===== src/rtl/uart_pkg.sv =====
// Shared definitions for the UART transmitter and receiver: state encodings,
// parity modes and the clocks-per-bit calculation.
package uart_pkg;

  typedef enum logic [2:0] {
    S_IDLE,
    S_START,
    S_SEND_BYTE,
    S_PARITY,
    S_STOP
  } state_t;

  localparam int PARITY_NONE = 0;
  localparam int PARITY_ODD  = 1;
  localparam int PARITY_EVEN = 2;

  // Clocks per serial bit, truncated; CLK_FRE is given in MHz.
  function automatic int calc_cycle(input int clk_fre, input int baud_rate);
    return int'((longint'(clk_fre) * 64'd1000000) / longint'(baud_rate));
  endfunction

endpackage


===== src/rtl/uart_tx.sv =====
// UART transmitter: start bit, 8 data bits LSB first, optional parity and
// one or two stop bits, fed through a valid/ready byte handshake.
module uart_tx
  import uart_pkg::*;
#(
  parameter int CLK_FRE   = 50,
  parameter int BAUD_RATE = 115200,
  parameter int PARITY    = 0,
  parameter int STOP_BITS = 1
) (
  input  logic       clk,
  input  logic       rst,
  input  logic [7:0] tx_data,
  input  logic       tx_data_valid,
  output logic       tx_data_ready,
  output logic       tx_pin
);

  localparam int CYCLE = calc_cycle(CLK_FRE, BAUD_RATE);
  localparam logic [15:0] CYCLE_LAST = 16'(CYCLE - 1);
  localparam logic [2:0]  STOP_LAST  = 3'(STOP_BITS - 1);

  if (CYCLE < 2 || CYCLE > 65535) begin : g_bad_cycle
    $error("uart_tx: CLK_FRE/BAUD_RATE gives an unsupported clocks-per-bit count");
  end
  if (PARITY != PARITY_NONE && PARITY != PARITY_ODD && PARITY != PARITY_EVEN) begin : g_bad_parity
    $error("uart_tx: PARITY must be 0, 1 or 2");
  end
  if (STOP_BITS != 1 && STOP_BITS != 2) begin : g_bad_stop
    $error("uart_tx: STOP_BITS must be 1 or 2");
  end

  state_t      state;
  logic [15:0] cycle_cnt;
  logic [2:0]  bit_cnt;
  logic [7:0]  data_latch;
  logic        bit_done;
  logic        parity_bit;

  assign bit_done   = (cycle_cnt == CYCLE_LAST);
  assign parity_bit = (PARITY == PARITY_EVEN) ? ^data_latch : ~^data_latch;

  // tx_pin is always loaded one clock ahead of the level it must show, so each
  // bit boundary is a single register update and the line never glitches.
  always_ff @(posedge clk or posedge rst) begin
    if (rst) begin
      state         <= S_IDLE;
      cycle_cnt     <= '0;
      bit_cnt       <= '0;
      data_latch    <= '0;
      tx_pin        <= 1'b1;
      tx_data_ready <= 1'b0;
    end else begin
      case (state)
        S_IDLE: begin
          cycle_cnt <= '0;
          bit_cnt   <= '0;
          if (tx_data_valid && tx_data_ready) begin
            data_latch    <= tx_data;
            state         <= S_START;
            tx_pin        <= 1'b0;
            tx_data_ready <= 1'b0;
          end else begin
            tx_pin        <= 1'b1;
            tx_data_ready <= 1'b1;
          end
        end
        S_START: begin
          if (bit_done) begin
            state     <= S_SEND_BYTE;
            cycle_cnt <= '0;
            bit_cnt   <= '0;
            tx_pin    <= data_latch[0];
          end else begin
            cycle_cnt <= cycle_cnt + 16'd1;
          end
        end
        S_SEND_BYTE: begin
          if (bit_done) begin
            cycle_cnt <= '0;
            if (bit_cnt == 3'd7) begin
              bit_cnt <= '0;
              if (PARITY != PARITY_NONE) begin
                state  <= S_PARITY;
                tx_pin <= parity_bit;
              end else begin
                state  <= S_STOP;
                tx_pin <= 1'b1;
              end
            end else begin
              bit_cnt <= bit_cnt + 3'd1;
              tx_pin  <= data_latch[bit_cnt + 3'd1];
            end
          end else begin
            cycle_cnt <= cycle_cnt + 16'd1;
          end
        end
        S_PARITY: begin
          if (bit_done) begin
            state     <= S_STOP;
            cycle_cnt <= '0;
            bit_cnt   <= '0;
            tx_pin    <= 1'b1;
          end else begin
            cycle_cnt <= cycle_cnt + 16'd1;
          end
        end
        S_STOP: begin
          // bit_cnt counts stop bits here so cycle_cnt still fits one bit time.
          if (bit_done) begin
            cycle_cnt <= '0;
            if (bit_cnt == STOP_LAST) begin
              state         <= S_IDLE;
              bit_cnt       <= '0;
              tx_data_ready <= 1'b1;
            end else begin
              bit_cnt <= bit_cnt + 3'd1;
            end
          end else begin
            cycle_cnt <= cycle_cnt + 16'd1;
          end
        end
        default: begin
          state         <= S_IDLE;
          tx_pin        <= 1'b1;
          tx_data_ready <= 1'b0;
        end
      endcase
    end
  end

endmodule


===== config.mk =====
export PLATFORM = sky130hd
export DESIGN_NAME = uart_tx
export DESIGN_NICKNAME = d
export VERILOG_FILES = /design/src/rtl/uart_pkg.sv /design/src/rtl/uart_tx.sv
export SDC_FILE = /design/constraint.sdc
export NUM_CORES = 1
export LEC_CHECK = 0
export BUFFER_PORTS_ARGS = -buffer_cell sky130_fd_sc_hd__buf_2
export CORE_MARGIN = 2
export CORE_UTILIZATION = 40
export CTS_CLUSTER_SIZE = 8
export DETAILED_ROUTE_END_ITERATION = 8
export HOLD_SLACK_MARGIN = 0.12
export SYNTH_ARGS = -nofsm -noshare
export SYNTH_HDL_FRONTEND = slang
export SYNTH_SLANG_ARGS = --single-unit

===== constraint.sdc =====
create_clock -name clk -period 2.25 [get_ports clk]
set_input_delay 0.45 -clock clk [delete_from_list [all_inputs] [get_ports clk]]
set_output_delay 0.45 -clock clk [all_outputs]
set_load 0.1 [all_outputs]

# After elaboration in Yosys (flattened, before gate mapping)
# Cells that the tools add are included.
[op_classes] bitwise_logic=2 n_mux=27 n_addsub=2 order_cmp=1 n_reduce_logical=13 eq_ne=14
[op_table] op="two-way mux 3 bit" n=12
[op_table] op="case mux 16 bit (2 select lines)" n=1
[op_table] op="adder 16 x 1 -> 16 bit (second input constant)" n=1
[op_table] op="== test 16 x 9 -> 1 bit (second input constant)" n=1
[op_table] op="two-way mux 16 bit" n=1
[op_table] op="case mux 3 bit (5 select lines)" n=1
[op_table] op="!= test 2 bit (second input constant)" n=7
[op_table] op="case mux 3 bit (4 select lines)" n=1
[op_table] op="two-way mux 1 bit" n=8
[op_table] op="AND reduction 4 bit" n=2
[op_table] op="AND reduction 7 bit" n=1
[op_table] op="== test 3 x 2 -> 1 bit (second input constant)" n=2
[op_table] op="== test 3 bit (second input constant)" n=2
[op_table] op="logical NOT 3 bit" n=2
[op_table] op="case mux 1 bit (5 select lines)" n=1
[op_table] op="< comparator 3 x 4 -> 1 bit (second input constant)" n=1
[op_table] op="nonzero test 4 bit" n=1
[op_table] op="OR reduction 4 bit" n=1
[op_table] op="adder 3 x 1 -> 3 bit (second input constant)" n=1
[op_table] op="binary-select mux 1 bit (select 3 bit)" n=1
[op_table] op="== test 3 x 1 -> 1 bit (second input constant)" n=1
[op_table] op="case mux 1 bit (3 select lines)" n=1
[op_table] op="AND reduction 3 bit" n=1
[op_table] op="OR reduction 3 bit" n=1
[op_table] op="other kinds (6)" n=7
[word_totals] inputBits=11 reg_bits=32

# Depth between registers and ports, before layout
# Gate-level depths: netlist (run 1).
[depth] depth_word=6 ltp_mapped=7

# Worst setup path before layout (run 1)
# OpenSTA, ideal clock, no wires.
[synth_timing] path_type="reg2reg" from="register cycle_cnt[9]" to="register cycle_cnt[11]" synth_period_minus_slack_ns=1.997 setup_ns=0.126 arrival_time_ns=1.870 path_stages_with_launch=6 slack_ns=0.253 path_cell_list="dfrtp_1 or4b_4 nor4_4 maj3_4 buf_8 a21oi_1"
[synth_between] elab_chain_len=3
[synth_rtl] element="start: declaration" line="uart_tx.sv:34" text="logic [15:0] cycle_cnt;"
[synth_rtl] element="start signal: assignment" line="uart_tx.sv:75" text="cycle_cnt <= cycle_cnt + 16'd1;"
[synth_rtl] element="start signal: assignment" line="uart_tx.sv:95" text="cycle_cnt <= cycle_cnt + 16'd1;"
[synth_rtl] element="start signal: assignment" line="uart_tx.sv:105" text="cycle_cnt <= cycle_cnt + 16'd1;"
[synth_rtl] element="adder 16 x 1 -> 16 bit / == test 16 x 9 -> 1 bit (equally long branches)"
[synth_rtl] element="two-way mux 16 bit (*)"
[synth_rtl] element="case mux 16 bit (2 select lines) (*)" line="uart_tx.sv:54" text="case (state)"
# Mark *: on every way between the ends. The rest lies on a longest branch, timed or not.
# A chain may end at the register's enable or synchronous reset.

# Final worst setup path (run 1)
[layout_timing] from="register cycle_cnt[9]" to="register bit_cnt[0]"
[layout_between] elab_chain_len=3
[layout_rtl] element="== test 16 x 9 -> 1 bit (*)" line="uart_tx.sv:40" text="assign bit_done = (cycle_cnt == CYCLE_LAST);"
[layout_rtl] element="!= test 2 x 1 -> 1 bit (no line) / != test 2 bit (equally long branches)"
[layout_rtl] element="AND reduction 4 bit (no line) (*)"
[layout_rtl] element="end signal: assignment" line="uart_tx.sv:91" text="bit_cnt <= bit_cnt + 3'd1;"
[layout_rtl] element="end signal: assignment" line="uart_tx.sv:117" text="bit_cnt <= bit_cnt + 3'd1;"
[layout_rtl] element="end: declaration" line="uart_tx.sv:35" text="logic [2:0] bit_cnt;"
# Marks and branches as above.

==> metrics.yaml, run 1 <==
fillers: 409
timing.max_cap.violations: 0
async_reset_ff_frac: 1.000
p_seq_frac: 0.482
finalCriticalPeriod_ns: 2.135
power_frac_comb: 0.018
start_kind: "flip-flop"
stdcell_count: 238
drt.antenna.violating_nets: 0
yosysTopAreaCell: "dfrtp_1"
m1WireLength_um: 1540
drv_slew: 0
grt_pass1_vias: 1282
synth.area.top_cells: "dfrtp_1 (44%), mux2_2 (5.7%), nor2_1 (4.0%)"
clock_sinks: 32
path_class: "reg -> reg"
wl_per_cell_um: 13.76
clkPwrFrac: 0.500
status: "finished clean"
synth_edf_count: 0
fp-row-count: 24
final_cell_area_mm2: 0.001997
vias_per_cell: 5.206
r2r-end: "bit_cnt[0]$_DFFE_PP0P_"
finalSetupViolCount: 0
power_mw: 1.193
yosysUniqueCellTypes: 47
netlist_instances: 167
r2r-start: "cycle_cnt[9]$_DFFE_PP0P_"
grt_pass1_wl_um: 5899
crit_required_ns: 2.45
crit_slowest_cell: "or4b_4"
grt_setup_unrepaired: "false"
crit_start: "cycle_cnt[9]$_DFFE_PP0P_"
dpl-instance-area_mm2: 0.001871
r2r_slack_ns: 0.12
wirelength_um: 3275
dr_wl_met3_um: 112
crit_buf_inv: 0
die-height_um: 70.53
grt_max_degree: 20
fp.dieArea_mm2: 0.004974
grtUsageTotal: 0.1506
avgSynthCellArea_um2: 10.60
crit_arrival_ns: 2.34
tightestPinTransition_ns: 0.4971
p_leak_nw: 0.8947
routed-via-count: 1239
maxSlewHeadroom: 0.6683
yosysSeqAreaShare: 0.4530
clk_pin_slew_ns: 0.07
layout_commonest_cell: "dfrtp_1"
reg2reg_depth: 5
fp.coreArea_mm2: 0.004294
area_growth_pct: 12.79
antenna_found_initial: 0
htreeDepth: 2
min_path_type: "in -> async"
fin_util: 0.4650
peakVddDrop_mv: 0.4110
n_antenna_cell: 0
cp.depth: 5
wl_met2_um: 1569
sw_frac_of_total: 0.1839
io_buffers: 12
drive_gt1_frac: 0.2581
multi_input_area_um2: 883.3
critPathCaptureType: "flip-flop"
cts_made_buffers: 5
syn_area_mm2: 0.001770
tns_ns: 0
cp_slowest_stage_delay_ns: 0.56
postSynthNetCount: 183
ff_latch_area_um2: 802.0
initial_utilization: 0.4123
cellPowerDensity_mw_per_mm2: 597.3
drc: 0
hold_viol: 0
mostFrequentLayoutCells: "dfrtp_1 (31), nor2_1 (19), buf_2 (12), o21ai_0 (10), nand2_1 (10)"
post_cts_buffers: 0
skew_ns: 0.005289
crit_path_end: "bit_cnt[0]$_DFFE_PP0P_"
power_switching_uw: 219.4
grt_overflow: 0
io_pins: 13
dpl.hpwl_um: 2434
drt_iter0_drc: 46
ys_warn_count: 0
ctsRootBufferMaster: "clkbuf_8"
cp_top_family: "simple AND/OR/NAND/NOR gates"
synth_seq_cells: 32
fp.dieW_um: 70.53
clk_latency_ns: 0.28
cts_buffer_depth: 2
synth_ff_type: "dfrtp_1"
dp.cells: 230
gp_congestion: 0.7954
holdBufCountCts: 0
max_freq_ghz: 0.4684
fin_crit_sh: 0.9489
cts_tree: "yes"
dr.max_layer_used: "met4"
ctsResizeCount: 0
path_cells: "or4b_4, nor4_4, maj3_4, nand3_1, o21ai_0"
synth_top_area_share: 0.4382
cell_internal_pwr_uw: 973.3
nets: 201
dr.pass1.iters: 4
crit_fanout: 17
==> Yosys cell counts (2+ instances only) <==
master     n
mux2i_1    3
o21ai_2    2
clkbuf_8   2
ha_1       5
and4_1     2
a21oi_1    5
nand2_1   10
o21ai_0   10
and2_1     3
xnor2_1    4
or2b_2     2
mux2_2     9
nor4_1     2
nor3_1     4
inv_1      8
nand3_1    6
nand4_1    4
xor2_1     7
or3_1      2
nand3b_1   2
nor2_1    19
dfrtp_1   31
==> layout make-up <==
type	count	area share
clock buffer	7	0.04825
clock inverter	1	0.01504
inverter	8	0.01504
multi-input combinational	122	0.4424
sequential	32	0.4016
tap	52	0.03258
timing repair buffer	16	0.04511
==> through the flow <==
step	hold WS [ns]	setup WS [ns]
2_1_floorplan	0.4750	0.2533
6_report	0.1772	0.1150
5_1_grt	0.2170	0.008924
4_1_cts	0.1934	0.1127
3_5_place_dp	0.4946	0.1121
3_3_place_gp	0.4870	0.1974
==> power groups by stage <==
stage                     Clock (mW)  Combinational (mW)  Sequential (mW)
after global placement             0              0.0215            0.586
final                          0.596              0.0210            0.575
after CTS                      0.617              0.0224            0.575
after global routing           0.639              0.0246            0.575
after floorplan                    0             0.00900            0.586
after detailed placement           0              0.0224            0.586
==> flip-flops by register name, indices dropped and copies added, names as in the netlist <==
name,count
cycle_cnt,16
data_latch,8
bit_cnt,3
state,3
tx_data_ready,1
tx_pin,1
==> layer usage <==
metal	vias to the layer above	GRT usage
met5	-	0
met4	0	0.06080
met3	6	0.04274
met2	21	0.2432
met1	583	0.1923
li1	629	-
==> kinds of logic after synthesis <==
kind of cell               synth area share
AOI/OAI and AO/OA                   0.09400
muxes                               0.08693
DFF                                  0.4530
adders and majority gates           0.04311
xor gates and xnor gates            0.05442
and+or+nand+nor                      0.2205
buffers and inverters               0.04806
==> worst min-delay path by stage <==
| stage | start | end | slack [ns] | cells after the start |
|---|---|---|---|---|
| after floorplan | data_latch[6]$_DFFE_PP0P_ | data_latch[6]$_DFFE_PP0P_ | 0.47 | 1 |
| after global placement | data_latch[6]$_DFFE_PP0P_ | data_latch[6]$_DFFE_PP0P_ | 0.49 | 1 |
| after detailed placement | data_latch[5]$_DFFE_PP0P_ | data_latch[5]$_DFFE_PP0P_ | 0.49 | 1 |
| after CTS | rst | bit_cnt[2]$_DFFE_PP0P_ | 0.19 | 2 |
| after global routing | rst | data_latch[6]$_DFFE_PP0P_ | 0.22 | 2 |
| final | rst | bit_cnt[0]$_DFFE_PP0P_ | 0.18 | 2 |
(Power assumes the default switching activity.)
==> inputs of run 2 (changes only) <==
CTS_BUF_LIST = sky130_fd_sc_hd__clkbuf_16   (was not set)
==> run 2 against run 1 <==
Effect of this change:
- critical path depth unchanged
- worst setup slack lost 0.0078 ns
- non-clock buffer count unchanged
- fmax shrank 0.37%
- sequential share of layout area fell by 0.72 points
- critical endpoint unchanged
- clock power is 23% higher
- utilization increased by 0.85 points
- first-iteration DRC count is 39% higher
- highest routed layer unchanged
- critical path type unchanged
==> metrics.yaml, run 2 (synthesis gave the netlist of run 1 again) <==
status: "finished clean"
hold_viol: 0
power_mw: 1.334
drt.antenna.violating_nets: 0
antenna_found_initial: 0
peakVddDrop_mv: 0.3153
cellPowerDensity_mw_per_mm2: 656.1
start_kind: "flip-flop"
clk_pin_slew_ns: 0.05
post-place-ws_ns: 0.1121
cp_slowest_stage_delay_ns: 0.56
r2r_slack_ns: 0.11
drc: 0
dr.pass1.iters: 6
clk_latency_ns: 0.27
crit_start: "cycle_cnt[9]$_DFFE_PP0P_"
max_freq_ghz: 0.4667
dpl.hpwl_um: 2434
largest_register_ffs: 16
fp.dieW_um: 70.53
fp.dieArea_mm2: 0.004974
r2r-end: "bit_cnt[0]$_DFFE_PP0P_"
gp_congestion: 0.7954
io_buffers: 12
vias_per_cell: 5.218
r2r-start: "cycle_cnt[9]$_DFFE_PP0P_"
tightestPinTransition_ns: 0.4963
n_antenna_cell: 0
grt_setup_unrepaired: "false"
crit_fanout: 17
cts_buffer_depth: 2
crit_required_ns: 2.44
fin_crit_sh: 0.9524
ctsRootBufferMaster: "clkbuf_16"
area_growth_pct: 14.84
fp-row-count: 24
cts_tree: "yes"
nets: 201
crit_buf_inv: 0
maxSlewHeadroom: 0.6688
crit_slowest_cell: "or4b_4"
finalCriticalPeriod_ns: 2.143
wirelength_um: 3259
reg2reg_depth: 5
finalSetupViolCount: 0
grt_max_degree: 20
path_class: "reg -> reg"
cts_made_buffers: 5
dpl-instance-area_mm2: 0.001871
finalWorstSetupSlack_ns: 0.1072
drv_slew: 0
ctsResizeCount: 0
grt_pass1_vias: 1296
tns_ns: 0
post_cts_buffers: 0
initial_utilization: 0.4123
die-height_um: 70.53
p_leak_nw: 0.9091
final_cell_area_mm2: 0.002033
routed-via-count: 1242
drive_gt1_frac: 0.2473
cp_top_family: "simple AND/OR/NAND/NOR gates"
crit_arrival_ns: 2.33
skew_ns: 0.004554
path_cells: "or4b_4, nor4_4, maj3_4, nand3_1, o21ai_0"
layout_commonest_cell: "dfrtp_1"
mostFrequentLayoutCells: "dfrtp_1 (31), nor2_1 (19), buf_2 (12), o21ai_0 (10), nand2_1 (10)"
grt_overflow: 0
io_pins: 13
htreeDepth: 2
drt_iter0_drc: 64
whs_ns: 0.1919
holdBufCountCts: 0
grtUsageTotal: 0.1510
wl_per_cell_um: 13.69
grt_pass1_wl_um: 5954
regMostFlops: "cycle_cnt"
min_path_type: "in -> async"
timing.max_cap.violations: 0
fp.coreArea_mm2: 0.004294
clock_sinks: 32
top_regs: "cycle_cnt x16, data_latch x8"
critPathCaptureType: "flip-flop"
[run 2: area by class of cell]
type | instances | area (um2)
tap | 52 | 65.06
fill | 404 | 2261
sequential | 32 | 802.0
clock inverter | 3 | 37.54
timing repair buffer | 16 | 90.09
inverter | 8 | 30.03
multi-input combinational | 122 | 883.3
clock buffer | 5 | 125.1
[run 2: power by group]
group / switching (mW) / internal (mW) / total [mW] / leakage [nW]
logic: 0.0133 / 0.00750 / 0.0208 / 0.412
registers: 0 / 0.577 / 0.577 / 0.419
clock network: 0.223 / 0.513 / 0.736 / 0.0789
[run 2: worst register-to-register path, cell delays in order (launching register included)]
cell and delay, ns:
dfrtp_1 0.42, or4b_4 0.56, nor4_4 0.47, maj3_4 0.42, nand3_1 0.10, o21ai_0 0.09
[run 2: worst max path at each step]
stage	endpoint	depth (start not counted)
6_report	bit_cnt[0]$_DFFE_PP0P_	5
5_1_grt	bit_cnt[1]$_DFFE_PP0P_	5
4_1_cts	bit_cnt[0]$_DFFE_PP0P_	5
3_5_place_dp	bit_cnt[0]$_DFFE_PP0P_	5
3_3_place_gp	bit_cnt[2]$_DFFE_PP0P_	5
2_1_floorplan	cycle_cnt[11]$_DFFE_PP0P_	5
[run 2: stage by stage]
stage	instances	utilization
after floorplan	167	-
after global routing	238	0.4735
after global placement	230	0.4356
after CTS	238	0.4735
final	238	0.4735
after detailed placement	230	0.4356
[run 2: routing by layer]
layer | up-vias | global-route usage | share of wire
li1 | 629 | - | -
met1 | 582 | 0.1943 | 0.47
met2 | 25 | 0.2442 | 0.48
met3 | 6 | 0.04274 | 0.035
met4 | 0 | 0.05660 | 0.018
met5 | - | 0 | 0
